`src/rtl/harm_note_pkg.sv`:
```
// rtl/harm_note_pkg.sv - shared widths, envelope states and quarter-wave sine lookup for harm_note
package harm_note_pkg;

    localparam int SINE_QUANT = 5;
    localparam int PCM_QUANT  = 8;
    localparam logic [3:0] HARM_MUTE = 4'hF;

    typedef enum logic [1:0] {
        ENV_IDLE    = 2'd0,
        ENV_ATTACK  = 2'd1,
        ENV_SUSTAIN = 2'd2,
        ENV_RELEASE = 2'd3
    } env_state_t;

    // 32-point sine, amplitude 127, built from a 9-entry quarter wave by mirroring.
    function automatic logic signed [PCM_QUANT-1:0] sin_lut(input logic [SINE_QUANT-1:0] idx);
        logic [3:0]                  a;
        logic [PCM_QUANT-1:0]        mag;
        logic signed [PCM_QUANT-1:0] s_mag;
        a = idx[3] ? (4'd8 - {1'b0, idx[2:0]}) : {1'b0, idx[2:0]};
        case (a)
            4'd0:    mag = 8'd0;
            4'd1:    mag = 8'd25;
            4'd2:    mag = 8'd49;
            4'd3:    mag = 8'd71;
            4'd4:    mag = 8'd90;
            4'd5:    mag = 8'd106;
            4'd6:    mag = 8'd117;
            4'd7:    mag = 8'd125;
            4'd8:    mag = 8'd127;
            default: mag = 8'd0;
        endcase
        s_mag = $signed(mag);
        return idx[4] ? -s_mag : s_mag;
    endfunction

endpackage

```
`src/rtl/harm_note_env.sv`:
```
// rtl/harm_note_env.sv - gate-driven attack/sustain/release envelope with tick divider and note-on pulse
module harm_note_env
    import harm_note_pkg::*;
#(
    parameter int DIV_W = 16,
    parameter int ENV_W = 8
) (
    input  logic             clk,
    input  logic             clr,
    input  logic             gate,
    input  logic [DIV_W-1:0] env_div,
    output logic [ENV_W-1:0] level,
    output logic             busy,
    output logic             note_on
);

    localparam logic [ENV_W-1:0] LVL_MAX = '1;

    env_state_t       r_state, w_state_n;
    logic [ENV_W-1:0] r_level, w_level_n;
    logic [DIV_W-1:0] r_envdiv, w_envdiv_n;
    logic             r_busy;
    logic             w_tick;
    logic             w_note_on;

    assign w_tick = (r_envdiv >= env_div);

    always_ff @(posedge clk) begin
        if (clr) begin
            r_state  <= ENV_IDLE;
            r_level  <= '0;
            r_envdiv <= '0;
            r_busy   <= 1'b0;
        end else begin
            r_state  <= w_state_n;
            r_level  <= w_level_n;
            r_envdiv <= w_envdiv_n;
            r_busy   <= (r_state != ENV_IDLE);
        end
    end

    // Gate changes take priority over a coincident tick.
    always_comb begin
        w_state_n  = r_state;
        w_level_n  = r_level;
        w_envdiv_n = w_tick ? '0 : r_envdiv + DIV_W'(1);
        w_note_on  = 1'b0;
        unique case (r_state)
            ENV_IDLE: begin
                w_level_n = '0;
                if (gate) begin
                    w_state_n = ENV_ATTACK;
                    w_note_on = 1'b1;
                end
            end
            ENV_ATTACK: begin
                if (!gate) begin
                    w_state_n = ENV_RELEASE;
                end else if (r_level == LVL_MAX) begin
                    w_state_n = ENV_SUSTAIN;
                end else if (w_tick) begin
                    w_level_n = r_level + ENV_W'(1);
                    if (r_level == LVL_MAX - ENV_W'(1))
                        w_state_n = ENV_SUSTAIN;
                end
            end
            ENV_SUSTAIN: begin
                w_level_n = LVL_MAX;
                if (!gate)
                    w_state_n = ENV_RELEASE;
            end
            ENV_RELEASE: begin
                if (gate) begin
                    w_state_n = ENV_ATTACK;
                end else if (r_level == '0) begin
                    w_state_n = ENV_IDLE;
                end else if (w_tick) begin
                    w_level_n = r_level - ENV_W'(1);
                    if (r_level == ENV_W'(1))
                        w_state_n = ENV_IDLE;
                end
            end
        endcase
        if (w_state_n != r_state)
            w_envdiv_n = '0;
    end

    assign level   = r_level;
    assign busy    = r_busy;
    assign note_on = w_note_on;

endmodule

```
`src/rtl/harm_note.sv`:
```
// rtl/harm_note.sv - multi-harmonic note oscillator with envelope; HARM_NOTE_SAT_EN selects saturating mix
module harm_note
    import harm_note_pkg::*;
#(
    parameter int PHASE_W = SINE_QUANT,
    parameter int PCM_W   = PCM_QUANT,
    parameter int DIV_W   = 16,
    parameter int NHARM   = 4,
    parameter int ENV_W   = 8
) (
    input  logic                    clk,
    input  logic                    clr,
    input  logic                    gate,
    input  logic [DIV_W-1:0]        cyc,
    input  logic [DIV_W-1:0]        env_div,
    input  logic [4*NHARM-1:0]      harm_shift,
    output logic signed [PCM_W-1:0] y,
    output logic                    busy
);

    localparam int SLOT_W = (NHARM > 1) ? $clog2(NHARM) : 1;
    localparam int SUM_W  = PCM_W + $clog2(NHARM);

    logic [PHASE_W-1:0]        r_phase;
    logic [DIV_W-1:0]          r_freqdiv;
    logic [SLOT_W-1:0]         r_slot;
    logic signed [PCM_W-1:0]   r_harm_y [NHARM];
    logic signed [PCM_W-1:0]   r_mix;
    logic signed [PCM_W-1:0]   r_y;

    logic [PHASE_W-1:0]        w_mult;
    logic [PHASE_W-1:0]        w_idx;
    logic signed [PCM_W-1:0]   w_sin;
    logic signed [SUM_W-1:0]   w_sum;
    logic signed [PCM_W-1:0]   w_mix_n;
    logic signed [PCM_W+ENV_W:0] w_prod;
    logic [ENV_W-1:0]          w_level;
    logic                      w_busy;
    logic                      w_note_on;

    harm_note_env #(
        .DIV_W (DIV_W),
        .ENV_W (ENV_W)
    ) u_env (
        .clk     (clk),
        .clr     (clr),
        .gate    (gate),
        .env_div (env_div),
        .level   (w_level),
        .busy    (w_busy),
        .note_on (w_note_on)
    );

    // One shared sine lookup; slot k reads the table at (k+1) times the phase.
    assign w_mult = PHASE_W'(r_slot) + PHASE_W'(1);
    assign w_idx  = r_phase * w_mult;
    assign w_sin  = PCM_W'(sin_lut(w_idx[PHASE_W-1 -: SINE_QUANT])) <<< (PCM_W - PCM_QUANT);

    always_comb begin
        w_sum = '0;
        for (int k = 0; k < NHARM; k++) begin
            if (harm_shift[4*k +: 4] != HARM_MUTE)
                w_sum = w_sum + (SUM_W'(r_harm_y[k]) >>> harm_shift[4*k +: 4]);
        end
    end

`ifdef HARM_NOTE_SAT_EN
    localparam logic signed [SUM_W-1:0] SAT_MAX = SUM_W'((2 ** (PCM_W - 1)) - 1);
    localparam logic signed [SUM_W-1:0] SAT_MIN = -SAT_MAX - SUM_W'(1);

    always_comb begin
        w_mix_n = w_sum[PCM_W-1:0];
        if (w_sum > SAT_MAX)
            w_mix_n = {1'b0, {(PCM_W-1){1'b1}}};
        else if (w_sum < SAT_MIN)
            w_mix_n = {1'b1, {(PCM_W-1){1'b0}}};
    end
`else
    assign w_mix_n = w_sum[PCM_W-1:0];
`endif

    assign w_prod = r_mix * $signed({1'b0, w_level});

    always_ff @(posedge clk) begin
        if (clr) begin
            r_phase   <= '0;
            r_freqdiv <= '0;
            r_slot    <= '0;
            r_mix     <= '0;
            r_y       <= '0;
            for (int k = 0; k < NHARM; k++)
                r_harm_y[k] <= '0;
        end else begin
            if (w_note_on) begin
                r_phase   <= '0;
                r_freqdiv <= '0;
            end else if (r_freqdiv >= cyc) begin
                r_phase   <= r_phase + PHASE_W'(1);
                r_freqdiv <= '0;
            end else begin
                r_freqdiv <= r_freqdiv + DIV_W'(1);
            end
            r_slot           <= (r_slot == SLOT_W'(NHARM - 1)) ? '0 : r_slot + SLOT_W'(1);
            r_harm_y[r_slot] <= w_sin;
            r_mix            <= w_mix_n;
            r_y              <= w_prod[ENV_W +: PCM_W];
        end
    end

    assign y    = r_y;
    assign busy = w_busy;

endmodule

```
`config.mk`:
```
export PLATFORM = sky130hd
export DESIGN_NAME = harm_note
export DESIGN_NICKNAME = d
export VERILOG_FILES = /design/src/rtl/harm_note_pkg.sv /design/src/rtl/harm_note_env.sv /design/src/rtl/harm_note.sv
export SDC_FILE = /design/constraint.sdc
export NUM_CORES = 1
export LEC_CHECK = 0
export CAP_MARGIN = 20
export CORE_UTILIZATION = 55
export CTS_BUF_LIST = sky130_fd_sc_hd__clkbuf_2 sky130_fd_sc_hd__clkbuf_4 sky130_fd_sc_hd__clkbuf_8
export DETAILED_ROUTE_END_ITERATION = 6
export PLACE_DENSITY_LB_ADDON = 0.2
export SYNTH_ARGS = -nofsm -noshare
export SYNTH_HDL_FRONTEND = slang
export SYNTH_SLANG_ARGS = --single-unit
```
`constraint.sdc`:
```
create_clock -name clk -period 7.2 [get_ports clk]
set_input_delay 1.8 -clock clk [delete_from_list [all_inputs] [get_ports clk]]
set_output_delay 1.8 -clock clk [all_outputs]
set_load 0.02 [all_outputs]
```
==> key figures, run 1 <==
Setup path
  • WP buf/inv: 1
  • Largest stage delay, worst path: 0.62 ns
  • Worst R2R Path Depth: 23
  • Crit path max fanout: 8
  • Top Family by Delay on Critical Path: adder cells
  • Worst Setup Path Type: in2reg
  • Most used cell, CP: a21oi_1
  • FF-to-FF Start: r_harm_y[0][6]$_SDFFCE_PN0P_
  • Worst EP required: 7.48 ns
  • Crit. End Element: flop
  • CP Launch Type: input pin
  • Reg2reg end: r_mix[7]$_SDFF_PP0_
  • CP arrival: 7.06 ns
  • R2r setup slk: 1.90 ns
  • Worst-path cell chain: clkdlybuf4s50_1 > mux2_1 > nor2_1 > a21oi_1 > mux2i_1 > o21ai_0 > ha_1 > fa_1 > and2_1 > o21ai_1 > nand2_1 > xnor2_1 > a21oi_1 > ha_1 > xnor2_1 > a21oi_1 > ha_1 > a21oi_1 > or3b_2 > o32a_1 > nand3_2 > mux2i_1 > a211o_1 > nand2_1
  • Worst path slowest cell: clkdlybuf4s50_1

Global routing
  • Global-route wire length before repair: 34.2 mm
  • Remaining global-route overflow: 0
  • Tot GR Track Use: 22.7%
  • Largest net degree at the start of global routing: 46
  • Initial antenna violation count: 0
  • Vias in the first global route: 7429

Worst hold path
  • Worst Hold Class: reg2reg
  • Hold wc startpoint: r_freqdiv[0]$_SDFF_PP0_
  • Worst Hold Path EP: r_freqdiv[0]$_SDFF_PP0_
  • WHS Path Cells: 1

Detailed routing
  • Routed wire length: 19.8 mm
  • DRC viols: 0
  • Met1 Routed Length: 9.71 mm
  • Vias/cell: 5.58
  • 1st-pass router iterations: 5
  • 1st-iter DRT viols: 622
  • Met2 wire len: 9.18 mm
  • Vias: 8099
  • Max Used Layer: met4
  • Met3 WL post-DR: 659 µm
  • DRT antenna net count: 0
  • WL per Instance: 13.7 µm

STA
  • Final period util: 94.1%
  • Fin. Hold Viols: 0
  • Slew headroom: 42.9%
  • Slew @ Worst Pin: 0.851 ns
  • RSZ-0062 raised after global routing: no
  • Maximum clock frequency: 148 MHz
  • Final Max Tran Viols: 0
  • # setup viols final: 0
  • Worst Hold Slack: 0.488 ns
  • Setup WS post-layout: 0.424 ns
  • Final Skew: 0.00956 ns
  • Fin crit period: 6.78 ns
  • Sum Neg Setup Slack: 0 ns

Pwr
  • Peak supply drop: 0.113 mV
  • PwrDens: 172 nW/µm²
  • Power Total: 1870 µW
  • Leak: 0.00501 µW

Clocking
  • Sink Count: 98
  • Worst-Skew Late Latency: 0.38 ns
  • CTS max path bufs: 2
  • Post CTS Setup Buffer Count: 0
  • Clock Pin Slew Worst Setup and Hold Paths: 0.10 ns
  • CTS tree: yes
  • Clock buffer count from CTS: 9
  • Root buf cell: clkbuf_8
  • H-tree lvl count: 3

Floorplanning
  • IO Pins: 60
  • Die Footprint: 18400 µm²
  • Die height: 136 µm
  • Initial Util: 56.5%
  • Die width: 136 µm
  • Core area: 17400 µm²
  • Num rows: 48

Logic synthesis
  • Mapped Avg Cell Area: 8.27 µm²
  • Most common flop cell mapped by yosys: dfxtp_1
  • Post-synth EDFFs: 32
  • Area contributors post-synth: ha_1 (14%), dfxtp_1 (13%), edfxtp_1 (9.8%), fa_1 (8.3%), nor2_1 (5.1%)
  • Mapped Cells: 1191
  • Yosys top cell area share: 13.7%
  • Post-synth cell types: 76
  • Synth Net Count: 1391
  • Post-synthesis sequential area ratio: 23.2%
  • Synth Cell Area: 9850 µm²
  • Cell taking the most area after synthesis: ha_1
  • Post-synth ARST share: 0%
  • Number of synthesized register bits: 98
  • YS warnings: 0

Final layout
  • Area grow syn2layout: 10.2%
  • Final-stage net count: 1421
  • Layout cells sized above 1: 5.46%
  • Layout fillers: 1564
  • Antenna cells: 0

Placed design
  • IO Port Bufs: 59
  • Global placer's final weighted congestion: 0.882
  • Dpl ws: -0.0718 ns
  • Post-DP HPWL: 15.3 mm

Job
  • Max-Cap Viols: 0

Status
  • Status: completed
## synthesized netlist by cell type (15+ instances only)
| cell | n |
|---|---|
| nor3_1 | 18 |
| dfxtp_1 | 66 |
| a21oi_1 | 83 |
| nand2b_1 | 21 |
| xnor2_1 | 45 |
| fa_1 | 41 |
| o21ai_0 | 38 |
| and2_1 | 40 |
| and3_1 | 15 |
| a21o_1 | 31 |
| nand2_1 | 92 |
| edfxtp_1 | 32 |
| mux2i_1 | 23 |
| nor2_1 | 135 |
| ha_1 | 108 |
| xor2_1 | 24 |
| inv_1 | 116 |
| nand3_1 | 30 |
| clkbuf_1 | 49 |
## layer usage
metal	up-vias	global-route usage (%)
met5	-	0
met4	0	6.05
met3	19	2.81
met2	152	36.8
met1	3766	31.8
li1	4162	-
## area by class of cell
class / instances / area, µm² / area share (%)
multi-input combinational: 918 / 6910 / 63.7
clock inverter: 7 / 91.3 / 0.842
sequential: 98 / 2280 / 21.0
tap: 225 / 282 / 2.59
inverter: 118 / 443 / 4.08
timing repair buffer: 76 / 721 / 6.64
clock buffer: 9 / 124 / 1.14
## metrics by stage
stage | instance area [µm²] | util [%] | std cells
finish | 10900 | 62.3 | 1451
global route | 10900 | 62.3 | 1451
CTS | 10800 | 62.2 | 1451
detailed placement | 10600 | 61.0 | 1435
global placement | 10600 | 61.0 | 1435
floorplan | 9850 | - | 1191
## flip-flops by register name (all words and copies together), names as in the netlist
signal	cells
r_harm_y	32
u_env.r_state	2
y	8
r_mix	8
r_phase	5
u_env.level	8
u_env.r_envdiv	16
r_freqdiv	16
r_slot	2
u_env.busy	1
## worst max-delay path by stage
stage,from,end,cells after the start
after floorplan,harm_shift[4],r_mix[7]$_SDFF_PP0_,23
after detailed placement,harm_shift[1],r_mix[7]$_SDFF_PP0_,24
after global placement,harm_shift[1],r_mix[7]$_SDFF_PP0_,25
after CTS,harm_shift[1],r_mix[7]$_SDFF_PP0_,24
final,harm_shift[5],r_mix[7]$_SDFF_PP0_,24
after global routing,harm_shift[4],r_mix[7]$_SDFF_PP0_,24
## worst register-to-register path, cell delays in order (launching register included)
cell	delay, ns
edfxtp_1	0.49
mux2i_2	0.25
or2b_1	0.25
nand3_1	0.08
o21ai_0	0.08
o21a_1	0.19
ha_1	0.22
fa_1	0.43
and2_1	0.18
o21ai_1	0.28
nand2_1	0.19
xnor2_1	0.22
a21oi_1	0.13
ha_1	0.34
xnor2_1	0.16
a21oi_1	0.11
ha_1	0.34
a21oi_1	0.09
or3b_2	0.46
o32a_1	0.20
nand3_2	0.08
mux2i_1	0.24
a211o_1	0.15
nand2_1	0.04
## cells by family after synthesis
group                      synth area share [%]
xor gates and xnor gates                   6.30
and+or+nand+nor                            20.5
AOI/OAI and AO/OA                          15.8
buffers and inverters                      6.80
muxes                                      5.20
DFF                                        23.2
adders and majority gates                  22.3
## cells in the final DEF (no fill, tap or decap), drive strengths merged, types with 9 or more instances in the layout
master,Yosys,final
nor2,136,136
inv,117,120
ha,108,108
nand2,93,93
a21oi,83,83
dfxtp,66,66
clkdlybuf4s50,0,58
xnor2,45,45
fa,41,41
and2,40,40
o21ai,40,40
edfxtp,32,32
a21o,31,31
nand3,31,31
xor2,25,25
mux2i,23,23
nand2b,21,21
nor3,18,18
buf,8,17
and3,15,15
nor2b,13,13
nand4,12,12
a31oi,12,12
o31ai,11,11
mux2,11,11
nor4,9,9
clkbuf,49,9
## where the power goes
group / switching (µW) / internal (µW) / total (µW)
Combinational: 418 / 364 / 782
Sequential: 70.6 / 619 / 690
Clock: 202 / 195 / 397
## what timing repair did
action                     4_1_cts  5_1_grt
hold buffers                     0        0
setup endpoints to repair        0        2
resized for setup                0        7
(Power assumes the default switching activity.)
==> run 2, diff against run 1 <==
GPL_TIMING_DRIVEN = 0   (was default)
==> run 2 against run 1 <==
Against the previous run:
- setup slack got worse by 0.048 ns
- critical path depth increased by 1
- sequential share of layout area decreased by 0.21 points
- first-iteration DRC count decreased by 8.4%
- critical endpoint unchanged
==> key figures, run 2 (synthesized netlist as in run 1, its figures left out) <==
STA
  • Maximum clock frequency: 147 MHz
  • Fin crit period: 6.82 ns
  • Final Skew: 0.0138 ns
  • Final Max Tran Viols: 0
  • Final period util: 94.8%
  • # setup viols final: 0
  • Slew @ Worst Pin: 0.755 ns
  • Setup WS post-layout: 0.376 ns
  • RSZ-0062 raised after global routing: no
  • Fin. Hold Viols: 0
  • Sum Neg Setup Slack: 0 ns
  • Slew headroom: 49.5%

Final layout
  • Reg with most FFs: r_harm_y
  • Layout cells sized above 1: 5.31%
  • Non-Filler Instances: 1486
  • Antenna cells: 0
  • Commonest non-fill, non-tap cell in the layout: nor2_1
  • Final-stage net count: 1456
  • Area grow syn2layout: 11.3%
  • Most frequent cells in the layout: nor2_1 (134), inv_1 (116), ha_1 (108)
  • Largest registers: r_harm_y (32), r_freqdiv (16), u_env.r_envdiv (16)
  • Max FFs per register: 32
  • Final Cell Area: 11000 µm²

Pwr
  • Leak: 0.00502 µW
  • Peak supply drop: 0.124 mV
  • Power Total: 1870 µW
  • PwrDens: 171 nW/µm²

Clocking
  • Clock Pin Slew Worst Setup and Hold Paths: 0.11 ns
  • Worst-Skew Late Latency: 0.39 ns
  • Post CTS Setup Buffer Count: 0
  • Clock buffer count from CTS: 9
  • H-tree lvl count: 3
  • Sink Count: 98
  • CTS tree: yes
  • Root buf cell: clkbuf_8
  • CTS max path bufs: 2
  • CTS Hold Bufs: 0

Detailed routing
  • Routed wire length: 20.7 mm
  • Vias/cell: 5.66
  • DRC viols: 0
  • 1st-iter DRT viols: 570
  • Vias: 8418
  • WL per Instance: 13.9 µm
  • 1st-pass router iterations: 5
  • DRT antenna net count: 0

Setup path
  • R2r setup slk: 1.65 ns
  • Worst EP required: 7.48 ns
  • Crit. End Element: flop
  • FF-to-FF Start: r_harm_y[1][7]$_SDFFCE_PN0P_
  • Reg2reg end: r_mix[7]$_SDFF_PP0_
  • Crit path max fanout: 10
  • Worst R2R Path Depth: 25
  • CP arrival: 7.11 ns
  • Worst Setup Path Type: in2reg
  • CP Launch Type: input pin

Floorplanning
  • Die height: 136 µm
  • IO Pins: 60
  • Die width: 136 µm
  • Core area: 17400 µm²
  • Num rows: 48
  • Initial Util: 56.5%
  • Die Footprint: 18400 µm²

Global routing
  • Remaining global-route overflow: 0
  • Global-route wire length before repair: 35.1 mm
  • Initial antenna violation count: 0
  • Vias in the first global route: 7781
  • Largest net degree at the start of global routing: 20
  • Tot GR Track Use: 23.4%

Worst hold path
  • WHS Path Cells: 1
  • Hold wc startpoint: r_freqdiv[0]$_SDFF_PP0_
  • Worst Hold Class: reg2reg
  • Worst Hold Path EP: r_freqdiv[0]$_SDFF_PP0_

Job
  • Max-Cap Viols: 0

Placed design
  • Dpl ws: -0.699 ns
  • Post-DP Area: 10700 µm²
  • IO Port Bufs: 54
  • Post-DP HPWL: 16.2 mm
  • Global placer's final weighted congestion: 0.862
  • Placed Cells incl. Taps: 1470

Status
  • Status: completed
-- run 2: worst max path at each step --
stage | start | to | slack (ns) | cells past startpoint
finish | harm_shift[3] | r_mix[7]$_SDFF_PP0_ | 0.38 | 25
global route | harm_shift[3] | r_mix[7]$_SDFF_PP0_ | 0.04 | 25
CTS | harm_shift[4] | r_mix[7]$_SDFF_PP0_ | 0.02 | 24
detailed placement | harm_shift[4] | r_mix[7]$_SDFF_PP0_ | -0.70 | 23
global placement | harm_shift[4] | r_mix[7]$_SDFF_PP0_ | -0.60 | 24
floorplan | harm_shift[4] | r_mix[7]$_SDFF_PP0_ | 0.55 | 23
-- run 2: timing repair --
item / CTS / global route
resized for setup: 5 / 17
cloned: 0 / 0
endpoints found under the setup margin: 2 / 2
-- run 2: metal layers --
metal / global-route usage [%] / up-vias / wire length (µm)
met2: 39.1 / 185 / 9710
met3: 3.63 / 27 / 987
met1: 31.2 / 3959 / 9700
met4: 6.62 / 0 / 297
met5: 0 / - / 0
li1: - / 4247 / -
-- run 2: metrics by stage --
stage                     hold WS (ns)  util (%)
after floorplan                  0.437         -
after global placement           0.462      61.3
after detailed placement         0.477      61.3
after CTS                        0.495      62.6
after global routing             0.517      62.9
final                            0.488      62.9
-- run 2: layout make-up --
type | count | area [µm²]
Multi-Input combinational cell | 918 | 6960
Fill cell | 1590 | 6460
Sequential cell | 98 | 2280
Timing Repair Buffer | 54 | 543
Inverter | 118 | 443
Tap cell | 225 | 282
Buffer | 57 | 235
Clock buffer | 9 | 124
Clock inverter | 7 | 95.1
-- run 2: where the power goes --
group	internal (µW)	switching, µW	leakage, µW
logic	360	446	0.00403
registers	619	54.2	0.000874
clock network	172	224	0.000111
total	1150	723	0.00502
-- run 2: worst max-delay path, stage by stage --
cell and delay [ns]:
clkdlybuf4s50_1 0.51, clkbuf_2 0.25, nand2_1 0.11, nor2_2 0.21
a21oi_1 0.10, o21a_1 0.14, ha_1 0.23, fa_1 0.45
xor2_1 0.19, nand2_1 0.10, xnor2_2 0.17, ha_1 0.36
a21oi_2 0.20, xnor2_1 0.08, mux2_2 0.29, ha_1 0.29
inv_1 0.06, o21bai_1 0.17, a21oi_2 0.13, or3b_2 0.47
o32a_1 0.19, nand3_2 0.09, mux2i_2 0.26, a211o_1 0.15
nand2_1 0.07
